--- src/rtl/dm_port_arbiter.sv ---
// Two-requester arbiter for the single data-memory port: one access in flight,
// round-robin between requesters, or fixed priority to requester 0 when ARB_FIXED_PRIO_EN is defined.
module dm_port_arbiter #(
    parameter int AW = 16,
    parameter int DW = 16
) (
    input  logic          clk,
    input  logic          reset,
    input  logic          req0,
    input  logic [AW-1:0] addr0,
    input  logic [DW-1:0] wdata0,
    input  logic          wnotr0,
    output logic          gnt0,
    output logic          done0,
    input  logic          req1,
    input  logic [AW-1:0] addr1,
    input  logic [DW-1:0] wdata1,
    input  logic          wnotr1,
    output logic          gnt1,
    output logic          done1,
    output logic [DW-1:0] rdata,
    output logic          mem_en,
    output logic [AW-1:0] mem_addr,
    output logic [DW-1:0] mem_wdata,
    output logic          mem_wnotr,
    input  logic [DW-1:0] mem_rdata
);

    typedef enum logic [1:0] {IDLE, ISSUE, WAIT, DONE} state_t;

    state_t        state_reg, state_next;
    logic          owner_reg, owner_next;
    logic [1:0]    gnt_reg, gnt_next;
    logic [1:0]    done_reg, done_next;
    logic [AW-1:0] mem_addr_reg, mem_addr_next;
    logic [DW-1:0] mem_wdata_reg, mem_wdata_next;
    logic          mem_wnotr_reg, mem_wnotr_next;
    logic [DW-1:0] rdata_reg, rdata_next;
    logic          winner;

    logic [AW-1:0] addr_arr  [2];
    logic [DW-1:0] wdata_arr [2];
    logic [1:0]    wnotr_vec;

    assign addr_arr[0]  = addr0;
    assign addr_arr[1]  = addr1;
    assign wdata_arr[0] = wdata0;
    assign wdata_arr[1] = wdata1;
    assign wnotr_vec    = {wnotr1, wnotr0};

`ifdef ARB_FIXED_PRIO_EN
    assign winner = ~req0;
`else
    // rr_reg holds the index of the requester preferred on a tie.
    logic rr_reg;

    assign winner = (req0 && req1) ? rr_reg : ~req0;

    always_ff @(posedge clk or negedge reset) begin
        if (!reset) begin
            rr_reg <= 1'b0;
        end else if (state_reg == DONE) begin
            rr_reg <= ~owner_reg;
        end
    end
`endif

    always_comb begin
        state_next     = state_reg;
        owner_next     = owner_reg;
        gnt_next       = gnt_reg;
        done_next      = done_reg;
        mem_addr_next  = mem_addr_reg;
        mem_wdata_next = mem_wdata_reg;
        mem_wnotr_next = mem_wnotr_reg;
        rdata_next     = rdata_reg;
        case (state_reg)
            IDLE: begin
                if (req0 || req1) begin
                    owner_next         = winner;
                    gnt_next           = 2'b00;
                    gnt_next[winner]   = 1'b1;
                    mem_addr_next      = addr_arr[winner];
                    mem_wdata_next     = wdata_arr[winner];
                    mem_wnotr_next     = wnotr_vec[winner];
                    state_next         = ISSUE;
                end
            end
            ISSUE: state_next = WAIT;
            WAIT: begin
                // Registered memory: read data is valid in the cycle after the strobe.
                if (!mem_wnotr_reg) begin
                    rdata_next = mem_rdata;
                end
                done_next[owner_reg] = 1'b1;
                state_next           = DONE;
            end
            DONE: begin
                gnt_next   = 2'b00;
                done_next  = 2'b00;
                state_next = IDLE;
            end
            default: state_next = IDLE;
        endcase
    end

    always_ff @(posedge clk or negedge reset) begin
        if (!reset) begin
            state_reg     <= IDLE;
            owner_reg     <= 1'b0;
            gnt_reg       <= 2'b00;
            done_reg      <= 2'b00;
            mem_addr_reg  <= '0;
            mem_wdata_reg <= '0;
            mem_wnotr_reg <= 1'b0;
            rdata_reg     <= '0;
        end else begin
            state_reg     <= state_next;
            owner_reg     <= owner_next;
            gnt_reg       <= gnt_next;
            done_reg      <= done_next;
            mem_addr_reg  <= mem_addr_next;
            mem_wdata_reg <= mem_wdata_next;
            mem_wnotr_reg <= mem_wnotr_next;
            rdata_reg     <= rdata_next;
        end
    end

    // Gating with reset kills an in-flight strobe the moment reset asserts.
    assign mem_en    = (state_reg == ISSUE) && reset;
    assign gnt0      = gnt_reg[0];
    assign gnt1      = gnt_reg[1];
    assign done0     = done_reg[0];
    assign done1     = done_reg[1];
    assign mem_addr  = mem_addr_reg;
    assign mem_wdata = mem_wdata_reg;
    assign mem_wnotr = mem_wnotr_reg;
    assign rdata     = rdata_reg;

endmodule
--- config.mk ---
export PLATFORM = sky130hd
export DESIGN_NAME = dm_port_arbiter
export DESIGN_NICKNAME = d
export VERILOG_FILES = /design/src/rtl/dm_port_arbiter.sv
export SDC_FILE = /design/constraint.sdc
export NUM_CORES = 1
export LEC_CHECK = 0
export ABC_AREA = 1
export ABC_CLOCK_PERIOD_IN_PS = 1300
export BUFFER_PORTS_ARGS = -buffer_cell sky130_fd_sc_hd__buf_4
export CORE_UTILIZATION = 42
export CTS_BUF_LIST = sky130_fd_sc_hd__clkbuf_8
export CTS_CLUSTER_SIZE = 16
export DETAILED_ROUTE_END_ITERATION = 6
export PLACE_DENSITY_LB_ADDON = 0.08
export SETUP_SLACK_MARGIN = 0.1
export SYNTH_ARGS = -nofsm -noshare
export SYNTH_HDL_FRONTEND = slang
export SYNTH_SLANG_ARGS = --single-unit
--- constraint.sdc ---
create_clock -name clk -period 1.3 [get_ports clk]
set_input_delay 0.26 -clock clk [delete_from_list [all_inputs] [get_ports clk]]
set_output_delay 0.26 -clock clk [all_outputs]
set_load 0.02 [all_outputs]
# Yosys cells after proc, flatten, opt, wreduce, memory -nomap -nowiden
# Index checks and enable logic that the tools add are counted.
op_classes:
  n_reduce_logical: 11
  n_shift: 0
  n_eq_ne: 4
  addsub: 0
  n_mul: 0
  magnitude_cmp: 5
  n_bitwise: 5
  muxes: 18
  n_div: 0
ops:
  columns: ["operator", "n"]
  rows:
  - ["16-bit 2-to-1 mux", 6]
  - ["2-bit case mux with 2 select lines", 2]
  - ["2-bit case mux with 4 select lines", 1]
  - ["2-bit AND reduction", 3]
  - ["1-bit 2-to-1 mux", 5]
  - ["2-bit == test (second input constant)", 2]
  - ["1-bit logical AND", 4]
  - ["1-bit by 2-bit < comparator with 1-bit output (second input constant)", 2]
  - ["2-bit 2-to-1 mux", 2]
  - ["2-bit nonzero test", 2]
  - ["1-bit NOT", 3]
  - ["1-bit demux with 1-bit select", 2]
  - ["2-bit by 1-bit == test with 1-bit output (second input constant)", 1]
  - ["1-bit greater-or-equal comparator (second input constant)", 2]
  - ["2-bit greater-or-equal comparator (second input constant)", 1]
  - ["2-bit zero test", 1]
  - ["2-bit != test (second input constant)", 1]
  - ["1-bit NOT with 2-bit output", 1]
  - ["2-bit OR", 1]
  - ["1-bit logical OR", 1]
totals:
  mem_bits_ro: 0
  ram_bits: 0
  register_bits: 57
  out_inout_bits: 54
  latch_bits: 0
  n_memories: 0
  input_bits: 86

# Longest topological paths before layout
logic_depth:
  word_depth: 8
  depth_mapped: 8

# Worst setup path after synthesis
# OpenSTA, ideal clock, no wires.
synth_timing:
  kind: "register to register"
  from: "reg state_reg[0]"
  to: "reg rdata_reg[6], in the netlist rdata[6]"
  stages_incl_launch_ff: 9
  arrival_ns: 1.309
  t_required_ns: 1.174
  slack_ns: -0.135
  period_less_slack_ns: 1.435
  setup_time_ns: 0.126
  path_cell_list: "dfrtp_1 -> inv_1 -> ha_1 -> inv_1 -> or2_1 -> buf_2 -> buf_2 -> nand2_1 -> o21ai_0"
synth_between:
  elab_chain_len: 2
synth_rtl:
  columns: ["element", "line", "text"]
  rows:
  - ["from (decl)", "31", "state_t state_reg, state_next;"]
  - ["from (signal assigned)", "118", "state_reg <= state_next;"]
  - ["2-bit == test", "77", "case (state_reg)"]
  - ["2-bit AND reduction (no source line)", null, null]
  - ["to (signal assigned)", "125", "rdata_reg <= rdata_next;"]
  - ["to (decl)", "38", "logic [DW-1:0] rdata_reg, rdata_next;"]
# Every way passes these cells.
# A chain may end at the register's enable or synchronous reset.

# Worst setup path after layout
layout_timing:
  from: "reg state_reg[1]"
  to: "reg mem_wdata_reg[10], in the netlist mem_wdata[10]"
layout_between:
  elab_chain_len: 2
layout_rtl:
  columns: ["element", "line", "text"]
  rows:
  - ["2-bit zero test", "77", null]
  - ["2-bit AND reduction (no source line)", null, null]
  - ["to (signal assigned)", "123", "mem_wdata_reg <= mem_wdata_next;"]
  - ["to (decl)", "36", "logic [DW-1:0] mem_wdata_reg, mem_wdata_next;"]
# Every way passes these cells.

==> impl_metrics.json <==
{
  "status": "finished with violations",
  "violations": "negative setup slack",
  "hold_start": "addr1[3]",
  "rsz0062_at_grt": "yes",
  "num_rows": 28,
  "max-cap-violations": 0,
  "grt_max_degree": 58,
  "cp_max_fo": 6,
  "diodes": 0,
  "cp.required_ps": 1570,
  "clock_sinks": 57,
  "overflow": 0,
  "yosys.area.top_type": "dfrtp_1",
  "cts_root_buf": "clkbuf_8",
  "startpoint_type": "flip-flop",
  "placed_area_mm2": 0.003910,
  "die_area_mm2": 0.006820,
  "cts_max_level": 3,
  "multi_input_area_mm2": 0.001383,
  "syn_avg_cell_area_um2": 8.972,
  "syn2layout_area_growth_pct": 74.77,
  "regToRegEndpoint": "mem_wdata[10]",
  "cp-end-kind": "flip-flop",
  "seq_area_frac_synth_pct": 52.29,
  "relSlewSlack_pct": 62.34,
  "final-seq-area_mm2": 0.001428,
  "clockBufferDepth": 2,
  "yosys.area.top_type_share_pct": 52.29,
  "total_power_w": 0.01212,
  "cts_tree": "built",
  "synth_cell_types": 22,
  "drc_errors": 0,
  "synth.cell_area_mm2": 0.002728,
  "min_path_cells": 3,
  "clk_pin_slew_ps": 70,
  "numCtsBuffers": 9,
  "drtIter0Drc": 173,
  "yosysWarnings": 0,
  "initial_utilization_pct": 44.75,
  "synthCells": 304,
  "fillerInstances": 409,
  "setup_violations": 55,
  "antenna_found_initial": 1,
  "whs_endpoint": "mem_addr[3]",
  "worstSetupPathType": "flip-flop to flip-flop",
  "final_core_util_pct": 78.20,
  "wirelength_mm": 9.498,
  "clock_latency_ps": 340,
  "final_layout_size_suffix_gt1_share_pct": 56.96,
  "drt-wirelength-per-cell_um": 17.30,
  "powerDensity_mw_per_mm2": 2542,
  "hold_class": "input pin to flip-flop",
  "setup_ws_ps": -223.9,
  "design_area_mm2": 0.004767,
  "drtPass1Iterations": 5,
  "final_max_slew_viol_count": 0,
  "dp.cells": 514,
  "routabilityCongestion": 0.7567,
  "fin_nets": 561,
  "dp_slack_ps": -146.6,
  "worstPathArrival_ps": 1790,
  "grtUsageTotal_pct": 24.04,
  "core_mm2": 0.006096,
  "ant_nets": 0,
  "fin_crit_sh_pct": 117.2,
  "grt_pass1_wl_mm": 12.18,
  "r2r_start": "state_reg[1]",
  "leakage_nw": 2.435,
  "io_pins": 140,
  "hold_viol_final": 0,
  "final_cell_mix": "buf_4 (150), dfrtp_1 (56), nand2_1 (45)",
  "worstMarginPinSlew_ps": 564.4,
  "dieWidth_um": 82.59,
  "r2r_cells": 9,
  "vias": 2995,
  "grt_pass1_vias": 2527,
  "hpwl_mm": 5.376,
  "fin_worst_skew_ps": 7.665,
  "maxClockFrequency_mhz": 656.2,
  "ys_ff_latch": 57,
  "die_y_um": 82.59,
  "final_common_cell": "buf_4",
  "fin_crit_ps": 1524,
  "final_cells": 549,
  "r2r_slack_ps": -220,
  "syn_nets": 396,
  "ir_drop_mv": 1.403,
  "vias_per_cell": 5.455,
  "portBuffers": 139,
  "synthTopCellsByArea": "dfrtp_1 (52%), nand3_1 (13%), nand2_1 (8.0%)"
}
## critical path, stage by stage, from the launching register on
cell       delay [ps]
dfrtp_1           410
inv_2              70
buf_4             110
ha_4              170
inv_4              40
nor2_4            200
buf_6             140
clkbuf_16         130
nand3_1            70
nand3_1           120
## cell usage after synthesis
library cell,number
nand3_1,69
nand2_1,58
dfrtp_1,57
nand4_1,33
inv_1,23
buf_4,11
o21ai_0,8
buf_2,7
ha_1,6
o21ai_1,6
o21ai_2,6
a21oi_1,4
clkbuf_1,4
nor2_1,3
buf_6,2
inv_2,1
nand2_2,1
nand2_4,1
nor2_2,1
nor2_4,1
o21ai_4,1
or2_1,1
## cell families after synthesis
family,Yosys count,synth area share (%)
and+or+nand+nor,168,30.14
DFF,57,52.29
buffers and inverters,48,8.990
AOI/OAI and AO/OA,25,5.826
adders and majority gates,6,2.752
## what timing repair did
action | 4_1_cts | 5_1_grt
hold endpoints to repair | 57 | 0
pin swaps | 3 | 21
hold buffers | 1 | 0
setup buffers | 3 | 7
gates cloned | 1 | 7
endpoints found under the setup margin | 57 | 58
resized for setup | 16 | 84
## report_power, final
group | internal (W) | leakage (nW) | switching, W
Sequential | 0.00267 | 0.694 | 0.000569
Combinational | 0.00339 | 1.64 | 0.00382
Clock | 0.000923 | 0.102 | 0.000751
Total | 0.00698 | 2.44 | 0.00514
## metal layers
layer,track usage (%),routed length [um]
met5,0,13
met3,5.385,774
met1,31.41,3791
met4,9.483,237
met2,38.68,4680
## through the flow
| stage | setup TNS (ps) | hold slack [ps] |
|---|---|---|
| after floorplan | -1601 | -35.59 |
| after global placement | -2267 | 284.4 |
| after detailed placement | -4410 | 285.4 |
| after CTS | -4103 | 148.7 |
| after global routing | -10460 | 148.6 |
| final | -8067 | 152.0 |
## area by class of cell
class / instances / area share (%)
Tap cell: 75 / 1.969
Timing Repair Buffer: 178 / 32.99
Inverter: 24 / 1.995
Sequential cell: 57 / 29.95
Clock inverter: 6 / 1.207
Clock buffer: 10 / 2.887
Multi-Input combinational cell: 199 / 29.00
## worst max path at each step
stage               endpoint  slack, ps  cells after the start          from
2_1_floorplan       rdata[0]        -50                      8  state_reg[0]
3_3_place_gp   mem_wdata[10]        -90                      5  state_reg[0]
3_5_place_dp    mem_addr[11]       -150                      5  state_reg[0]
4_1_cts               mem_en       -190                      5  state_reg[0]
5_1_grt         mem_wdata[5]       -270                      9  state_reg[1]
6_report       mem_wdata[10]       -220                      9  state_reg[1]
Note: power is estimated with default switching activity, not from simulation.
